## config.mk

```make
export PLATFORM = sky130hd
export DESIGN_NAME = cache_refill_ctrl_flat
export DESIGN_NICKNAME = d
export VERILOG_FILES = /design/src/rtl/cache_refill_ctrl_pkg.sv /design/src/rtl/cache_refill_ctrl_if.sv /design/src/rtl/cache_refill_ctrl.sv /design/src/flat_wrapper.sv
export SDC_FILE = /design/constraint.sdc
export NUM_CORES = 1
export LEC_CHECK = 0
export ABC_AREA = 1
export BUFFER_PORTS_ARGS = -buffer_cell sky130_fd_sc_hd__clkbuf_2
export CORE_UTILIZATION = 42
export DETAILED_ROUTE_END_ITERATION = 12
export PLACE_DENSITY = 0.73
export SLEW_MARGIN = 15
export SYNTH_ARGS = -nofsm -noshare
export SYNTH_HDL_FRONTEND = slang
export SYNTH_SLANG_ARGS = --single-unit
```

## constraint.sdc

```tcl
create_clock -name clk -period 1.44 [get_ports clk]
set_clock_uncertainty 0.1 [all_clocks]
set_input_delay 0.072 -clock clk [delete_from_list [all_inputs] [get_ports clk]]
set_output_delay 0.072 -clock clk [all_outputs]
set_load 0.02 [all_outputs]
```

## src/rtl/cache_refill_ctrl_pkg.sv

```systemverilog
// Shared types and helpers for the data-cache refill controller.
//   refill_state_t : controller states (IDLE, REFILL, WRITE)
//   OFFSET_W/BEAT_W: line-offset and beat-counter widths for the default line size
//   line_base()    : clears the low offset bits of a byte address
package cache_pkg;

  typedef enum logic [1:0] {
    IDLE   = 2'd0,
    REFILL = 2'd1,
    WRITE  = 2'd2
  } refill_state_t;

  localparam int unsigned BLOCK_WORDS_DEF = 4;
  localparam int unsigned BEAT_W          = $clog2(BLOCK_WORDS_DEF);
  localparam int unsigned OFFSET_W        = BEAT_W + 2;
  localparam int unsigned ADDR_MAX_W      = 64;

  // Line base of a byte address; callers widen to ADDR_MAX_W and truncate back.
  function automatic logic [ADDR_MAX_W-1:0] line_base(input logic [ADDR_MAX_W-1:0] addr,
                                                      input int unsigned            offset_w);
    logic [ADDR_MAX_W-1:0] mask;
    mask = {ADDR_MAX_W{1'b1}} << offset_w;
    return addr & mask;
  endfunction

endpackage

```

## src/rtl/cache_refill_ctrl_if.sv

```systemverilog
// Main-memory port of the refill controller.
//   master : controller side (drives request/address/data, receives ready/rdata)
//   slave  : memory side
interface cache_refill_ctrl_if #(
  parameter int unsigned WD = 32,
  parameter int unsigned AW = 32
);
  logic          mem_req;
  logic          mem_we;
  logic [AW-1:0] mem_addr;
  logic [WD-1:0] mem_wdata;
  logic          mem_ready;
  logic [WD-1:0] mem_rdata;

  modport master (
    output mem_req, mem_we, mem_addr, mem_wdata,
    input  mem_ready, mem_rdata
  );

  modport slave (
    input  mem_req, mem_we, mem_addr, mem_wdata,
    output mem_ready, mem_rdata
  );
endinterface

```

## src/rtl/cache_refill_ctrl.sv

```systemverilog
// Miss-side controller of the data cache: refills whole lines on load misses,
// writes them into the data/tag arrays, and performs write-through stores.
// Ports:
//   clk, rst                         : clock, synchronous active-high reset
//   req_valid/req_we/req_addr/
//   req_wdata/hit                    : CPU access and tag-compare result
//   stall                            : pipeline freeze (combinational)
//   mem                              : main-memory port (registered request side)
//   cache_we/cache_waddr/cache_wdata : one-word write into the cache data array
//   tag_we                           : write tag and set valid for the filled line
module cache_refill_ctrl
  import cache_pkg::*;
#(
  parameter int unsigned WD          = 32,
  parameter int unsigned AW          = 32,
  parameter int unsigned BLOCK_WORDS = BLOCK_WORDS_DEF
) (
  input  logic                clk,
  input  logic                rst,
  input  logic                req_valid,
  input  logic                req_we,
  input  logic [AW-1:0]       req_addr,
  input  logic [WD-1:0]       req_wdata,
  input  logic                hit,
  output logic                stall,
  cache_refill_ctrl_if.master mem,
  output logic                cache_we,
  output logic [AW-1:0]       cache_waddr,
  output logic [WD-1:0]       cache_wdata,
  output logic                tag_we
);

  localparam int unsigned BEAT_BITS = $clog2(BLOCK_WORDS);
  localparam int unsigned OFF_BITS  = BEAT_BITS + 2;
  localparam int unsigned LAST_BEAT = BLOCK_WORDS - 1;

  refill_state_t         state_q;
  logic [BEAT_BITS-1:0]  beat_q;
  logic [AW-1:0]         base_q;
  logic                  hit_q;
  logic                  mem_req_q;
  logic                  mem_we_q;
  logic [AW-1:0]         mem_addr_q;
  logic [WD-1:0]         mem_wdata_q;

  logic                  load_miss;
  logic                  store;
  logic                  beat_last;
  logic [BEAT_BITS-1:0]  beat_nxt;
  logic [AW-1:0]         req_base;
  logic [AW-1:0]         nxt_beat_addr;

  assign load_miss     = req_valid & ~req_we & ~hit;
  assign store         = req_valid & req_we;
  assign beat_last     = (beat_q == BEAT_BITS'(LAST_BEAT));
  // Counter wraps to zero after the last beat, so the address never leaves the line.
  assign beat_nxt      = beat_q + BEAT_BITS'(1);
  assign req_base      = AW'(line_base(ADDR_MAX_W'(req_addr), OFF_BITS));
  assign nxt_beat_addr = base_q | (AW'(beat_nxt) << 2);

  // State, beat counter, latches and the registered memory-side outputs.
  always_ff @(posedge clk) begin
    if (rst) begin
      state_q     <= IDLE;
      beat_q      <= '0;
      base_q      <= '0;
      hit_q       <= 1'b0;
      mem_req_q   <= 1'b0;
      mem_we_q    <= 1'b0;
      mem_addr_q  <= '0;
      mem_wdata_q <= '0;
    end else begin
      case (state_q)
        IDLE: begin
          if (store) begin
            state_q     <= WRITE;
            hit_q       <= hit;
            mem_req_q   <= 1'b1;
            mem_we_q    <= 1'b1;
            mem_addr_q  <= req_addr;
            mem_wdata_q <= req_wdata;
          end else if (load_miss) begin
            state_q    <= REFILL;
            base_q     <= req_base;
            beat_q     <= '0;
            mem_req_q  <= 1'b1;
            mem_we_q   <= 1'b0;
            mem_addr_q <= req_base;
          end
        end
        REFILL: begin
          if (mem.mem_ready) begin
            beat_q <= beat_nxt;
            if (beat_last) begin
              state_q   <= IDLE;
              mem_req_q <= 1'b0;
            end else begin
              mem_addr_q <= nxt_beat_addr;
            end
          end
        end
        WRITE: begin
          if (mem.mem_ready) begin
            state_q   <= IDLE;
            mem_req_q <= 1'b0;
            mem_we_q  <= 1'b0;
          end
        end
        default: state_q <= IDLE;
      endcase
    end
  end

  assign mem.mem_req   = mem_req_q;
  assign mem.mem_we    = mem_we_q;
  assign mem.mem_addr  = mem_addr_q;
  assign mem.mem_wdata = mem_wdata_q;

  // Stall and cache write strobes react to this cycle's request/ready.
  always_comb begin
    stall       = 1'b0;
    cache_we    = 1'b0;
    cache_wdata = '0;
    tag_we      = 1'b0;
    case (state_q)
      IDLE: begin
        stall = req_valid & (req_we | ~hit);
      end
      REFILL: begin
        stall       = 1'b1;
        cache_we    = mem.mem_ready;
        cache_wdata = mem.mem_rdata;
        tag_we      = mem.mem_ready & beat_last;
      end
      WRITE: begin
        stall       = ~mem.mem_ready;
        // No-write-allocate: only a store that hit updates the cached copy.
        cache_we    = mem.mem_ready & hit_q;
        cache_wdata = mem_wdata_q;
      end
      default: ;
    endcase
  end

  assign cache_waddr = mem_addr_q;

endmodule

```

## src/flat_wrapper.sv

```systemverilog
// flat-port wrapper written by rule: the top's interface ports become plain ports
module cache_refill_ctrl_flat import cache_pkg::*;
#(
  parameter int unsigned WD          = 32,
  parameter int unsigned AW          = 32,
  parameter int unsigned BLOCK_WORDS = BLOCK_WORDS_DEF
)
  (clk, rst, req_valid, req_we, req_addr, req_wdata, hit, stall, cache_we, cache_waddr, cache_wdata, tag_we, mem_mem_req, mem_mem_we, mem_mem_addr, mem_mem_wdata, mem_mem_ready, mem_mem_rdata);
  cache_refill_ctrl_if #(.WD(WD), .AW(AW)) mem_i ();
  input  logic clk;
  input  logic rst;
  input  logic req_valid;
  input  logic req_we;
  input  logic [AW-1:0] req_addr;
  input  logic [WD-1:0] req_wdata;
  input  logic hit;
  output logic stall;
  output logic cache_we;
  output logic [AW-1:0] cache_waddr;
  output logic [WD-1:0] cache_wdata;
  output logic tag_we;
  output wire logic [$bits(mem_i.mem_req)-1:0] mem_mem_req;
  output wire logic [$bits(mem_i.mem_we)-1:0] mem_mem_we;
  output wire logic [$bits(mem_i.mem_addr)-1:0] mem_mem_addr;
  output wire logic [$bits(mem_i.mem_wdata)-1:0] mem_mem_wdata;
  input wire logic [$bits(mem_i.mem_ready)-1:0] mem_mem_ready;
  input wire logic [$bits(mem_i.mem_rdata)-1:0] mem_mem_rdata;
  assign mem_mem_req = mem_i.mem_req;
  assign mem_mem_we = mem_i.mem_we;
  assign mem_mem_addr = mem_i.mem_addr;
  assign mem_mem_wdata = mem_i.mem_wdata;
  assign mem_i.mem_ready = mem_mem_ready;
  assign mem_i.mem_rdata = mem_mem_rdata;
  cache_refill_ctrl #(.WD(WD), .AW(AW), .BLOCK_WORDS(BLOCK_WORDS)) u_core (.clk(clk), .rst(rst), .req_valid(req_valid), .req_we(req_we), .req_addr(req_addr), .req_wdata(req_wdata), .hit(hit), .stall(stall), .mem(mem_i), .cache_we(cache_we), .cache_waddr(cache_waddr), .cache_wdata(cache_wdata), .tag_we(tag_we));
endmodule
```

== After elaboration in Yosys (flattened, before gate mapping) ==
Index checks and enable logic that the tools add are counted.

* Equality and inequality tests: 10
* Bitwise gates (word level): 12
* Multiplexer cells: 28
* Add/sub/neg operators: 1
* Reductions and logical operators: 11

{| class="wikitable"
|+ Operators with widths
! operator !! count
|-
| $mux W32 || 4
|-
| $pmux W32 S2 || 2
|-
| $or A32 B4 Y32 || 1
|-
| $mux W2 || 8
|-
| $reduce_and A4 Y1 || 3
|-
| $mux W1 || 8
|-
| $ne A2 B2 Y1 const B || 4
|-
| $and A1 B1 Y1 || 6
|-
| $pmux W1 S3 || 2
|-
| $pmux W2 S3 || 1
|-
| $reduce_and A3 Y1 || 2
|-
| $reduce_and A5 Y1 || 1
|-
| $eq A2 B2 Y1 const B || 2
|-
| $ne A2 B1 Y1 const B || 2
|-
| $not A1 Y1 || 4
|-
| $pmux W1 S2 || 2
|-
| $pmux W2 S2 || 1
|-
| $reduce_bool A2 Y1 || 2
|-
| $ne A3 B1 Y1 const B || 1
|-
| $reduce_bool A3 Y1 || 1
|-
| $add A2 B1 Y2 const B || 1
|-
| $eq A2 B1 Y1 const B || 1
|-
| $logic_not A2 Y1 || 1
|-
| $reduce_and A2 Y1 || 1
|-
| $or A1 B1 Y1 || 1
|}

* Bits of input ports: 102
* Output and inout bits: 133
* Word-level logic and storage cells: 70
* Bits in registers: 99

== Longest topological paths before layout ==
Gate-level depths: netlist of the first run.

* Word-level depth: 6
* Mapped depth: 10
* Mapped depth without buffers: 9

== Worst setup path after synthesis of the first run ==
Ideal clock, no wire load.

* Path type: reg2out
* Start: register u_core.state_q[1]
* End: output cache_wdata[22]
* Cell stages (with the launch flop): 8
* Data arrival time: 1.464 ns
* Setup slack: -0.196 ns
* Cell sequence: dfxtp_1 > inv_1 > ha_1 > buf_4 > buf_4 > buf_4 > nand2_1 > a21oi_1

* Cells in the longest elaborated chain, start to end: 2
* Elaborated cells between the ends (all ways): 3
* Classes of those cells: 2 x eq/ne; 1 x mux

{| class="wikitable"
|+ Ends and longest elaborated chain
! element !! line !! RTL
|-
| from (decl) || cache_refill_ctrl.sv:37 || <nowiki>refill_state_t state_q;</nowiki>
|-
| from (signal assigned) || cache_refill_ctrl.sv:64 || <nowiki>state_q <= IDLE;</nowiki>
|-
| from (signal assigned) || cache_refill_ctrl.sv:76 || <nowiki>state_q <= WRITE;</nowiki>
|-
| from (signal assigned) || cache_refill_ctrl.sv:83 || <nowiki>state_q <= REFILL;</nowiki>
|-
| $eq A2 B2 Y1 or $eq A2 B1 Y1 (tied branches) || cache_refill_ctrl.sv:125 || <nowiki>case (state_q)</nowiki>
|-
| $pmux W32 S2 (*) || cache_refill_ctrl.sv:125 ||
|-
| to (decl) || flat_wrapper.sv:20 || <nowiki>output logic [WD-1:0] cache_wdata;</nowiki>
|}

Mark *: on every way between the ends. The rest lies on a longest branch, timed or not.

== Worst setup path after layout of the first run ==
* Start: register u_core.state_q[1]
* End: output cache_wdata[14]

Same word-level chain as after synthesis.

==> results of run 1 <==
[tightest hold or removal path: stages]
cell and delay [ns]:
clkbuf_2 0.18, nand2_1 0.18, nand2_4 0.11, nand2_1 0.09
a21oi_2 0.06
[path summary, 6_finish.rpt]
check,to,cells after the start,slack [ns]
setup / recovery,cache_wdata[14],6,-0.61
hold / removal,u_core.state_q[1]$_SDFFE_PP0P_,5,0.28
setup reg to reg,u_core.base_q[5]$_SDFFE_PP0P_,9,-0.47
hold reg to reg,u_core.mem.mem_wdata[26]$_SDFFE_PP0P_,2,0.40
[power breakdown]
group | internal, uW | total [uW] | switching, uW
clock network | 1420 | 2600 | 1180
logic | 1360 | 3180 | 1830
registers | 2930 | 3170 | 239
[state kept, by name, indices dropped and copies added (netlist names)]
name and count:
u_core.cache_waddr 32, u_core.beat_q 2, u_core.state_q 2, u_core.mem.mem_wdata 32, u_core.base_q 28, u_core.hit_q 1
u_core.mem.mem_req 1, u_core.mem.mem_we 1
[metrics by stage]
step / utilization [%] / total power [uW]
after floorplan: - / 4314
after global placement: 59.17 / 4887
after detailed placement: 59.17 / 4900
after CTS: 79.56 / 8126
after global routing: 89.02 / 9201
final: 89.04 / 8948
[final cells by class]
class                      count  area (um^2)  area share [%]
multi-input combinational    520         3597           36.62
clock inverter                 6        70.07          0.7134
timing repair buffer         399         3632           36.98
sequential                    99         1989           20.25
tap                          140        175.2           1.783
clock buffer                  10        239.0           2.433
antenna                        2        5.005         0.05096
inverter                      21        113.9           1.159
[per-layer routing]
layer	vias to the layer above	global-route usage, %
met4	10	18.76
met3	278	8.951
met2	729	58.94
li1	2969	-
met5	-	0
met1	3394	39.73
[placed cells by master (no fill, tap or decap), types with 2 or more instances in the layout]
cell type	netlist	layout
buf_8	0	35
buf_16	0	7
nand2_4	0	43
nand2_1	275	154
buf_6	1	25
inv_4	0	2
inv_6	0	4
nor2_4	0	2
o21ai_4	0	4
nand2_8	0	4
a21oi_2	0	35
a21oi_4	0	31
ha_1	5	2
buf_4	48	32
dfxtp_4	0	2
nand2_2	3	77
nand4_1	32	32
clkinv_4	0	2
diode_2	0	2
clkbuf_16	0	21
ha_4	0	3
nor2_1	65	52
a21oi_1	101	35
dlygate4sd3_1	0	66
inv_1	17	14
o21ai_2	0	25
clkbuf_8	0	5
buf_12	0	19
nand3_2	2	2
dfxtp_1	99	97
clkbuf_2	0	199
nand3_4	0	3
nor2_2	2	13
[kinds of logic (layout without fill, tap and decap cells)]
kind of cell / after synthesis / in the layout / synth area share, %
DFF: 99 / 99 / 40.86
adders and majority gates: 5 / 5 / 1.290
and+or+nand+nor: 382 / 382 / 31.80
other: 0 / 2 / 0
buffers and inverters: 104 / 436 / 12.30
AOI/OAI and AO/OA: 133 / 133 / 13.75
[repair_timing]
item | CTS | global route
gates cloned | 12 | 13
setup endpoints to repair | 133 | 134
hold endpoints to repair | 71 | 0
pin swaps | 22 | 112
gates resized for setup | 214 | 243
buffers inserted | 18 | 19
hold buffers | 66 | 0
==> run_results.csv, run 1 <==
group,metric,value,unit
run_status,status,"complete, but fails checks",
run_status,violations,"setup timing",
cells_and_area,synthToLayoutAreaGrowth,102.5,%
worst_setup_path,crit_chain,"inv_4 -> ha_4 -> buf_12 -> nand2_2 -> a21oi_4 -> buf_8",
die,fp.dieH,109.5,um
synthesis,synth_nets,830,
detailed_routing,vias_per_cell,6.165,
worst_setup_path,worst_ep_required_time,1.27,ns
synthesis,synthesis.area,4851,um^2
detailed_routing,drc,0,
global_routing,grt_max_degree,42,
timing,layout_setup_ws,-0.6130,ns
power_and_ir_drop,power_leakage,0.004415,uW
timing,drv_slew,0,
clock_tree,cts_buffers,9,
power_and_ir_drop,cellPowerDensity,911.0,nW/um^2
timing,tns,-35.07,ns
detailed_routing,wl_met2,13640,um
clock_tree,clk_latency,0.35,ns
cells_and_area,fillers,419,
placement,dpl.cell_count,1060,
cells_and_area,drive_above_1_share,56.97,%
worst_setup_path,crit_slowest_cell,"dfxtp_4",
global_routing,grt_pass1_vias,6212,
die,io_pins,235,
synthesis,synth_cell_types,21,
worst_setup_path,r2r_start,"u_core.state_q[0]$_SDFFE_PP0P_",
timing,period_needed,2.053,ns
synthesis,synth_enable_flop_cells,0,
worst_setup_path,cp.arrival,1.88,ns
die,die_area,11980,um^2
global_routing,grt_usage,34.67,%
worst_setup_path,worstSetupPathType,"register to primary output",
detailed_routing,first_pass_iters,5,
timing,fmax,0.4871,GHz
synthesis,yosysTopAreaCell,"dfxtp_1",
global_routing,grt_pass1_wl,31910,um
timing,whs,0.2827,ns
synthesis,synth.most_common_cell,"nand2_1",
synthesis,seq_area_frac_synth,40.86,%
placement,place_hpwl,10780,um
clock_tree,root_buffer,"clkbuf_16",
timing,worst_pin_slew,0.6155,ns
job,drv_cap,0,
timing,rsz0062_at_grt,"yes",
clock_tree,clockBufferDepth,2,
timing,hold_violations,0,
synthesis,ys_ff_latch,99,
timing,relSlewSlack,58.96,%
detailed_routing,vias,7380,
detailed_routing,ant_nets,0,
cells_and_area,final_area,9822,um^2
detailed_routing,dr_wl_met3,4142,um
synthesis,synth_ff_type,"dfxtp_1",
synthesis,synth_cells,723,
clock_tree,h-tree-depth,3,
synthesis,synth_top_area_share,40.86,%
global_routing,antenna_found_initial,3,
worst_setup_path,start_kind,"register",
clock_tree,clkSinkCount,99,
worst_setup_path,startpoint,"u_core.state_q[1]$_SDFFE_PP0P_",
synthesis,ys_warn_count,0,
worst_setup_path,cp_top_family,"buffers and inverters",
clock_tree,path_clk_slew,0.07,ns
clock_tree,cts_tree,"yes",
hold_path,min_from,"mem_mem_ready",
hold_path,holdCritPathClass,"primary input to register",
cells_and_area,stdcell_count,1197,
detailed_routing,wirelength,30490,um
die,start_util,43.98,%
timing,finalSetupViolations,134,
die,core_area,11030,um^2
placement,placement.io_buffers,234,
detailed_routing,wl_per_cell,25.47,um
detailed_routing,dr.first_iter.drc_count,926,
synthesis,synthTopCellsByCount,"nand2_1, a21oi_1, dfxtp_1",
placement,pre_cts_slack,-0.1265,ns
synthesis,async_reset_ff_share,0,%
worst_setup_path,cp-end-kind,"primary output",
synthesis,syn-mean-instance-area,6.709,um^2
placement,placed_area,6526,um^2
worst_setup_path,worstPathBufferInverterCount,3,
global_routing,globalRoute.totalOverflow,0,
cells_and_area,final_nets,1157,
detailed_routing,topRoutingLayerUsed,"met5",
worst_setup_path,cpPeakStageDelay,0.37,ns
power_and_ir_drop,vdd_drop_max,1139,uV
worst_setup_path,crit_fanout,7,
placement,gp_congestion,0.8382,
die,num_rows,38,
die,die_w,109.5,um
timing,fin_crit_sh,142.6,%
detailed_routing,met1_length,9847,um
synthesis,synth.area.top_cells,"dfxtp_1, nand2_1, a21oi_1",
Note: power is estimated with default switching activity, not from simulation.
==> inputs of run 2 (changes only) <==
--- a/config.mk
+++ b/config.mk
@@ -10,6 +10,7 @@
 export CORE_UTILIZATION = 42
 export DETAILED_ROUTE_END_ITERATION = 12
 export PLACE_DENSITY = 0.73
+export RECOVER_POWER = 100
 export SLEW_MARGIN = 15
 export SYNTH_ARGS = -nofsm -noshare
 export SYNTH_HDL_FRONTEND = slang
==> run 2 against run 1 <==
Effect of this change: the run still ends with setup timing left; count of clock-buffer cells in the layout did not move; fmax increased by 0.29%; sequential power is essentially flat; cell area is 0.94% lower; first-iteration DRC count up 8.4%; highest routed layer unchanged; sequential share of layout area is 0.19 points higher; critical path depth unchanged; die area unchanged.
==> run_results.csv, run 2 (synthesized netlist as in run 1, its figures left out) <==
group,metric,value,unit
power_and_ir_drop,cellPowerDensity,915.3,nW/um^2
power_and_ir_drop,vdd_drop_max,1152,uV
placement,dpl.cell_count,1060,
worst_setup_path,crit_fanout,7,
worst_setup_path,cp-end-kind,"primary output",
timing,period_needed,2.047,ns
placement,place_hpwl,10780,um
timing,layout_setup_ws,-0.6071,ns
power_and_ir_drop,p_comb_share,35.3,%
die,die_area,11980,um^2
power_and_ir_drop,switchingPower,3243,uW
timing,fin_crit_sh,142.2,%
clock_tree,h-tree-depth,3,
placement,placement.io_buffers,234,
cells_and_area,final_nets,1157,
die,io_pins,235,
die,die_w,109.5,um
global_routing,grt_pass1_wl,31910,um
clock_tree,clockBufferDepth,2,
global_routing,grt_pass1_vias,6212,
detailed_routing,vias,7455,
detailed_routing,drc,0,
cells_and_area,drive_above_1_share,49.76,%
placement,gp_congestion,0.8382,
timing,whs,0.2920,ns
power_and_ir_drop,switching_share,36.42,%
detailed_routing,ant_nets,0,
global_routing,grt_usage,34.67,%
cells_and_area,stdcell_count,1198,
worst_setup_path,start_kind,"register",
clock_tree,cts_tree,"yes",
worst_setup_path,worstSetupPathType,"register to primary output",
clock_tree,path_clk_slew,0.08,ns
timing,worst_pin_slew,0.6188,ns
die,fp.dieH,109.5,um
timing,finalSetupViolations,134,
die,start_util,43.98,%
run_status,violations,"setup timing",
clock_tree,root_buffer,"clkbuf_16",
global_routing,grt_max_degree,42,
timing,drv_slew,0,
cells_and_area,synthToLayoutAreaGrowth,100.6,%
clock_tree,cts_buffers,9,
timing,relSlewSlack,58.75,%
detailed_routing,dr.first_iter.drc_count,1004,
worst_setup_path,cp.arrival,1.88,ns
cells_and_area,final_common_cell,"nand2_1",
cells_and_area,final_area,9729,um^2
power_and_ir_drop,finalPower,8905,uW
cells_and_area,final_cell_mix,"nand2_1, clkbuf_2, dfxtp_1",
hold_path,holdCritPathClass,"primary input to register",
power_and_ir_drop,power_leakage,0.004160,uW
detailed_routing,first_pass_iters,8,
job,drv_cap,0,
power_and_ir_drop,p_int,5662,uW
detailed_routing,wl_per_cell,25.55,um
placement,placed_area,6526,um^2
die,core_area,11030,um^2
global_routing,antenna_found_initial,3,
die,num_rows,38,
timing,fmax,0.4885,GHz
clock_tree,clk_latency,0.35,ns
power_and_ir_drop,p_clk_share,29.1,%
timing,rsz0062_at_grt,"yes",
detailed_routing,vias_per_cell,6.223,
timing,hold_violations,0,
global_routing,globalRoute.totalOverflow,0,
worst_setup_path,worst_ep_required_time,1.27,ns
run_status,status,"complete, but fails checks",
detailed_routing,wirelength,30610,um
clock_tree,clkSinkCount,99,
placement,pre_cts_slack,-0.1265,ns
power_and_ir_drop,power_frac_seq,35.6,%
-- run 2: changes by cell type in the layout (fill, tap and decap cells not counted) --
cell      delta
diode_2      +1
clkbuf_1    +76
clkbuf_2    -76
-- run 2: repair_timing --
action                                 CTS  global route
endpoints found under the hold margin   71             0
gates resized for setup                214           243
setup buffers                           18            19
gates cloned                            12            13
setup endpoints to repair              133           134
hold buffers                            66             0
pin swaps                               22           112
-- run 2: per-layer routing --
layer	part of all wire [%]	vias up	track usage (%)	wire length, um
met5	0.49	-	0	150
met4	8.7	6	18.76	2648
met3	14	294	8.951	4150
met2	45	715	58.94	13680
met1	33	3470	39.73	9986
li1	-	2970	-	-
-- run 2: power by group through the flow --
stage                     combinational [uW]  clock [uW]  sequential, uW
after floorplan                         1040           0            3280
after global placement                  1750           0            3130
after detailed placement                1760           0            3140
after CTS                               2490        2530            3100
after global routing                    3270        2700            3190
final                                   3140        2590            3170
-- run 2: worst paths after layout --
check                                                      startpoint                               endpoint  slack (ns)  cells past startpoint
worst max-delay path                   u_core.state_q[1]$_SDFFE_PP0P_                        cache_wdata[14]       -0.61                      6
worst min-delay path                                           req_we         u_core.mem.mem_we$_SDFFE_PP0P_        0.29                      5
worst max register to register         u_core.state_q[1]$_SDFFE_PP0P_     u_core.cache_waddr[6]$_SDFFE_PP0P_       -0.47                     11
worst min register to register  u_core.mem.mem_wdata[27]$_SDFFE_PP0P_  u_core.mem.mem_wdata[27]$_SDFFE_PP0P_        0.39                      2
-- run 2: critical path, stage by stage, from the launching register on --
cell	delay [ns]
dfxtp_4	0.37
inv_4	0.09
ha_4	0.26
buf_12	0.17
nand2_2	0.14
a21oi_4	0.33
buf_8	0.16
-- run 2: area by class of cell --
cell class,instances,area (um^2)
Inverter,21,113.9
Multi-Input combinational cell,520,3597
Clock inverter,6,70.07
Antenna cell,3,7.507
Sequential cell,99,1989
Tap cell,140,175.2
Clock buffer,10,239.0
Timing Repair Buffer,399,3537
Fill cell,485,1301
-- run 2: stage by stage --
step | setup TNS, ns | utilization [%]
6_report | -35.19 | 88.20
2_1_floorplan | 0 | -
4_1_cts | -18.31 | 79.56
3_5_place_dp | -6.674 | 59.17
3_3_place_gp | -4.695 | 59.17
5_1_grt | -42.32 | 88.16
==> inputs of run 3 (changes only) <==
--- a/config.mk
+++ b/config.mk
@@ -7,9 +7,10 @@
 export LEC_CHECK = 0
 export ABC_AREA = 1
 export BUFFER_PORTS_ARGS = -buffer_cell sky130_fd_sc_hd__clkbuf_2
-export CORE_UTILIZATION = 42
+export CORE_UTILIZATION = 43
+export CTS_BUF_LIST = sky130_fd_sc_hd__clkbuf_2
 export DETAILED_ROUTE_END_ITERATION = 12
-export PLACE_DENSITY = 0.73
+export PLACE_DENSITY = 0.74
 export RECOVER_POWER = 100
 export SLEW_MARGIN = 15
 export SYNTH_ARGS = -nofsm -noshare
==> constraint.sdc (replaced) <==
create_clock -name clk -period 1.44 [get_ports clk]
set_clock_uncertainty 0.1 [all_clocks]
set_input_delay 0.144 -clock clk [delete_from_list [all_inputs] [get_ports clk]]
set_output_delay 0.144 -clock clk [all_outputs]
set_load 0.02 [all_outputs]
==> run 3 against run 2 <==
Effect of this change: the flow still finishes with violations (setup timing); critical path depth is the same; fmax down 19%; combinational power is 1% lower; critical endpoint is now cache_wdata[4]; highest routed layer unchanged.
==> run_results.csv, run 3 (synthesized netlist as in run 1, its figures left out) <==
group,metric,value,unit
worst_setup_path,worst_ep_required_time,1.20,ns
global_routing,grt_max_degree,50,
cells_and_area,fillers,377,
clock_tree,h-tree-depth,3,
detailed_routing,vias_per_cell,6.253,
detailed_routing,wl_per_cell,25.86,um
die,start_util,44.36,%
timing,whs,0.08773,ns
power_and_ir_drop,finalPower,8083,uW
timing,worst_pin_slew,0.3356,ns
global_routing,grt_pass1_vias,6004,
global_routing,globalRoute.totalOverflow,0,
worst_setup_path,r2r_setup_slack,-0.58,ns
worst_setup_path,cp-end-kind,"primary output",
die,fp.dieH,108.2,um
power_and_ir_drop,switchingPower,3016,uW
placement,placement.io_buffers,234,
worst_setup_path,r2r_end,"u_core.mem.mem_we$_SDFFE_PP0P_",
detailed_routing,ant_nets,0,
placement,place_hpwl,11030,um
hold_path,holdCritPathClass,"primary input to register",
cells_and_area,stdcell_count,1200,
power_and_ir_drop,vdd_drop_max,654.0,uV
global_routing,grt_pass1_wl,30300,um
cells_and_area,final_nets,1162,
worst_setup_path,crit_fanout,12,
worst_setup_path,ff2ff_path_depth,9,
timing,finalSetupViolations,166,
timing,relSlewSlack,77.57,%
timing,fmax,0.3955,GHz
die,io_pins,235,
timing,period_needed,2.529,ns
placement,dpl.cell_count,1062,
clock_tree,clk_latency,0.63,ns
worst_setup_path,start_kind,"register",
hold_path,min_to,"u_core.base_q[21]$_SDFFE_PP0P_",
die,die_area,11710,um^2
clock_tree,cts_buffers,9,
worst_setup_path,cp.arrival,2.28,ns
power_and_ir_drop,p_clk_share,22.4,%
placement,gp_congestion,0.8357,
clock_tree,cts_tree,"yes",
die,die_w,108.2,um
clock_tree,path_clk_slew,0.31,ns
detailed_routing,wirelength,31030,um
run_status,status,"complete, but fails checks",
hold_path,min_from,"req_we",
power_and_ir_drop,cellPowerDensity,826.3,nW/um^2
run_status,violations,"setup timing",
cells_and_area,final_common_cell,"nand2_1",
power_and_ir_drop,p_int,5067,uW
timing,drv_slew,0,
die,num_rows,38,
clock_tree,clockBufferDepth,2,
power_and_ir_drop,power_leakage,0.004370,uW
power_and_ir_drop,power_frac_seq,39.3,%
job,drv_cap,0,
worst_setup_path,worstSetupPathType,"register to primary output",
timing,fin_crit_sh,175.6,%
cells_and_area,synthToLayoutAreaGrowth,101.7,%
hold_path,holdPathStages,7,
detailed_routing,vias,7503,
detailed_routing,drc,0,
timing,tns,-62.90,ns
global_routing,grt_usage,33.79,%
detailed_routing,first_pass_iters,6,
detailed_routing,dr.first_iter.drc_count,1267,
cells_and_area,final_cell_mix,"nand2_1, clkbuf_2, buf_4",
global_routing,antenna_found_initial,2,
die,core_area,10940,um^2
timing,hold_violations,0,
power_and_ir_drop,switching_share,37.31,%
worst_setup_path,r2r_start,"u_core.state_q[1]$_SDFFE_PP0P_",
power_and_ir_drop,p_comb_share,38.3,%
clock_tree,root_buffer,"clkbuf_2",
cells_and_area,drive_above_1_share,59.02,%
timing,rsz0062_at_grt,"yes",
timing,layout_setup_ws,-1.089,ns
clock_tree,clkSinkCount,99,
-- run 3: cell count changes in the layout (fill, tap and decap cells not counted), moves of 9 or more --
| cell | before | now |
|---|---|---|
| a21oi_2 | 35 | 44 |
| buf_4 | 32 | 76 |
| clkbuf_16 | 21 | 12 |
| clkbuf_2 | 123 | 144 |
| clkbuf_1 | 76 | 0 |
| buf_6 | 25 | 44 |
| dfxtp_2 | 0 | 47 |
| dfxtp_4 | 2 | 19 |
| nor2_1 | 52 | 63 |
| nand2_1 | 154 | 183 |
| dfxtp_1 | 97 | 33 |
| nand2_2 | 77 | 55 |
| nor2_2 | 13 | 1 |
| o21ai_1 | 1 | 10 |
-- run 3: worst max-delay path by stage --
stage / startpoint / slack (ns) / end
final: u_core.state_q[1]$_SDFFE_PP0P_ / -1.09 / cache_wdata[4]
after global routing: u_core.state_q[1]$_SDFFE_PP0P_ / -1.09 / cache_wdata[4]
after CTS: u_core.state_q[1]$_SDFFE_PP0P_ / -0.68 / cache_wdata[14]
after detailed placement: u_core.state_q[0]$_SDFFE_PP0P_ / -0.14 / u_core.base_q[10]$_SDFFE_PP0P_
after global placement: u_core.state_q[0]$_SDFFE_PP0P_ / -0.13 / u_core.state_q[0]$_SDFFE_PP0P_
after floorplan: u_core.state_q[0]$_SDFFE_PP0P_ / 0.003 / cache_wdata[0]
-- run 3: routing by layer --
metal | track usage, % | up-vias | wire [um]
met3 | 10.31 | 329 | 4405
met1 | 36.00 | 3384 | 9933
met2 | 58.60 | 817 | 13390
met5 | 0 | - | 66
met4 | 20.16 | 4 | 3238
li1 | - | 2969 | -
-- run 3: layout make-up --
class | instances | area, um^2 | area share (%)
Inverter | 21 | 111.4 | 1.138
Multi-Input combinational cell | 520 | 3391 | 34.66
Clock inverter | 6 | 112.6 | 1.151
Clock buffer | 9 | 45.04 | 0.4605
Timing Repair Buffer | 404 | 3832 | 39.18
Antenna cell | 1 | 2.502 | 0.02558
Tap cell | 140 | 175.2 | 1.791
Sequential cell | 99 | 2112 | 21.59
-- run 3: worst max-delay path: stages (launching register included) --
cell and delay, ns:
dfxtp_4 0.46, buf_6 0.12, ha_4 0.23, buf_12 0.18, nand2_1 0.15, a21oi_4 0.30
clkbuf_8 0.21
-- run 3: power groups by stage --
stage / combinational [uW] / sequential (uW) / clock, uW
3_3_place_gp: 1770 / 3130 / 0
5_1_grt: 3220 / 3190 / 1920
6_report: 3100 / 3170 / 1810
4_1_cts: 2130 / 3090 / 1730
2_1_floorplan: 1050 / 3280 / 0
3_5_place_dp: 1780 / 3130 / 0
-- run 3: through the flow --
step                util [%]  setup slack [ns]  area, um^2
floorplan                  -          0.002667        5310
global placement       60.31           -0.1260        6595
detailed placement     60.31           -0.1425        6595
CTS                    74.98           -0.6842        8199
global route           89.43            -1.092        9779
finish                 89.45            -1.089        9782
-- run 3: what timing repair did --
action                                  in CTS  in global routing
resized for setup                          135                470
pin swaps                                   36                 57
hold buffers                                67                  0
cloned                                       6                 13
setup buffers                                9                 33
endpoints found under the setup margin     170                228
hold endpoints to repair                    99                  0
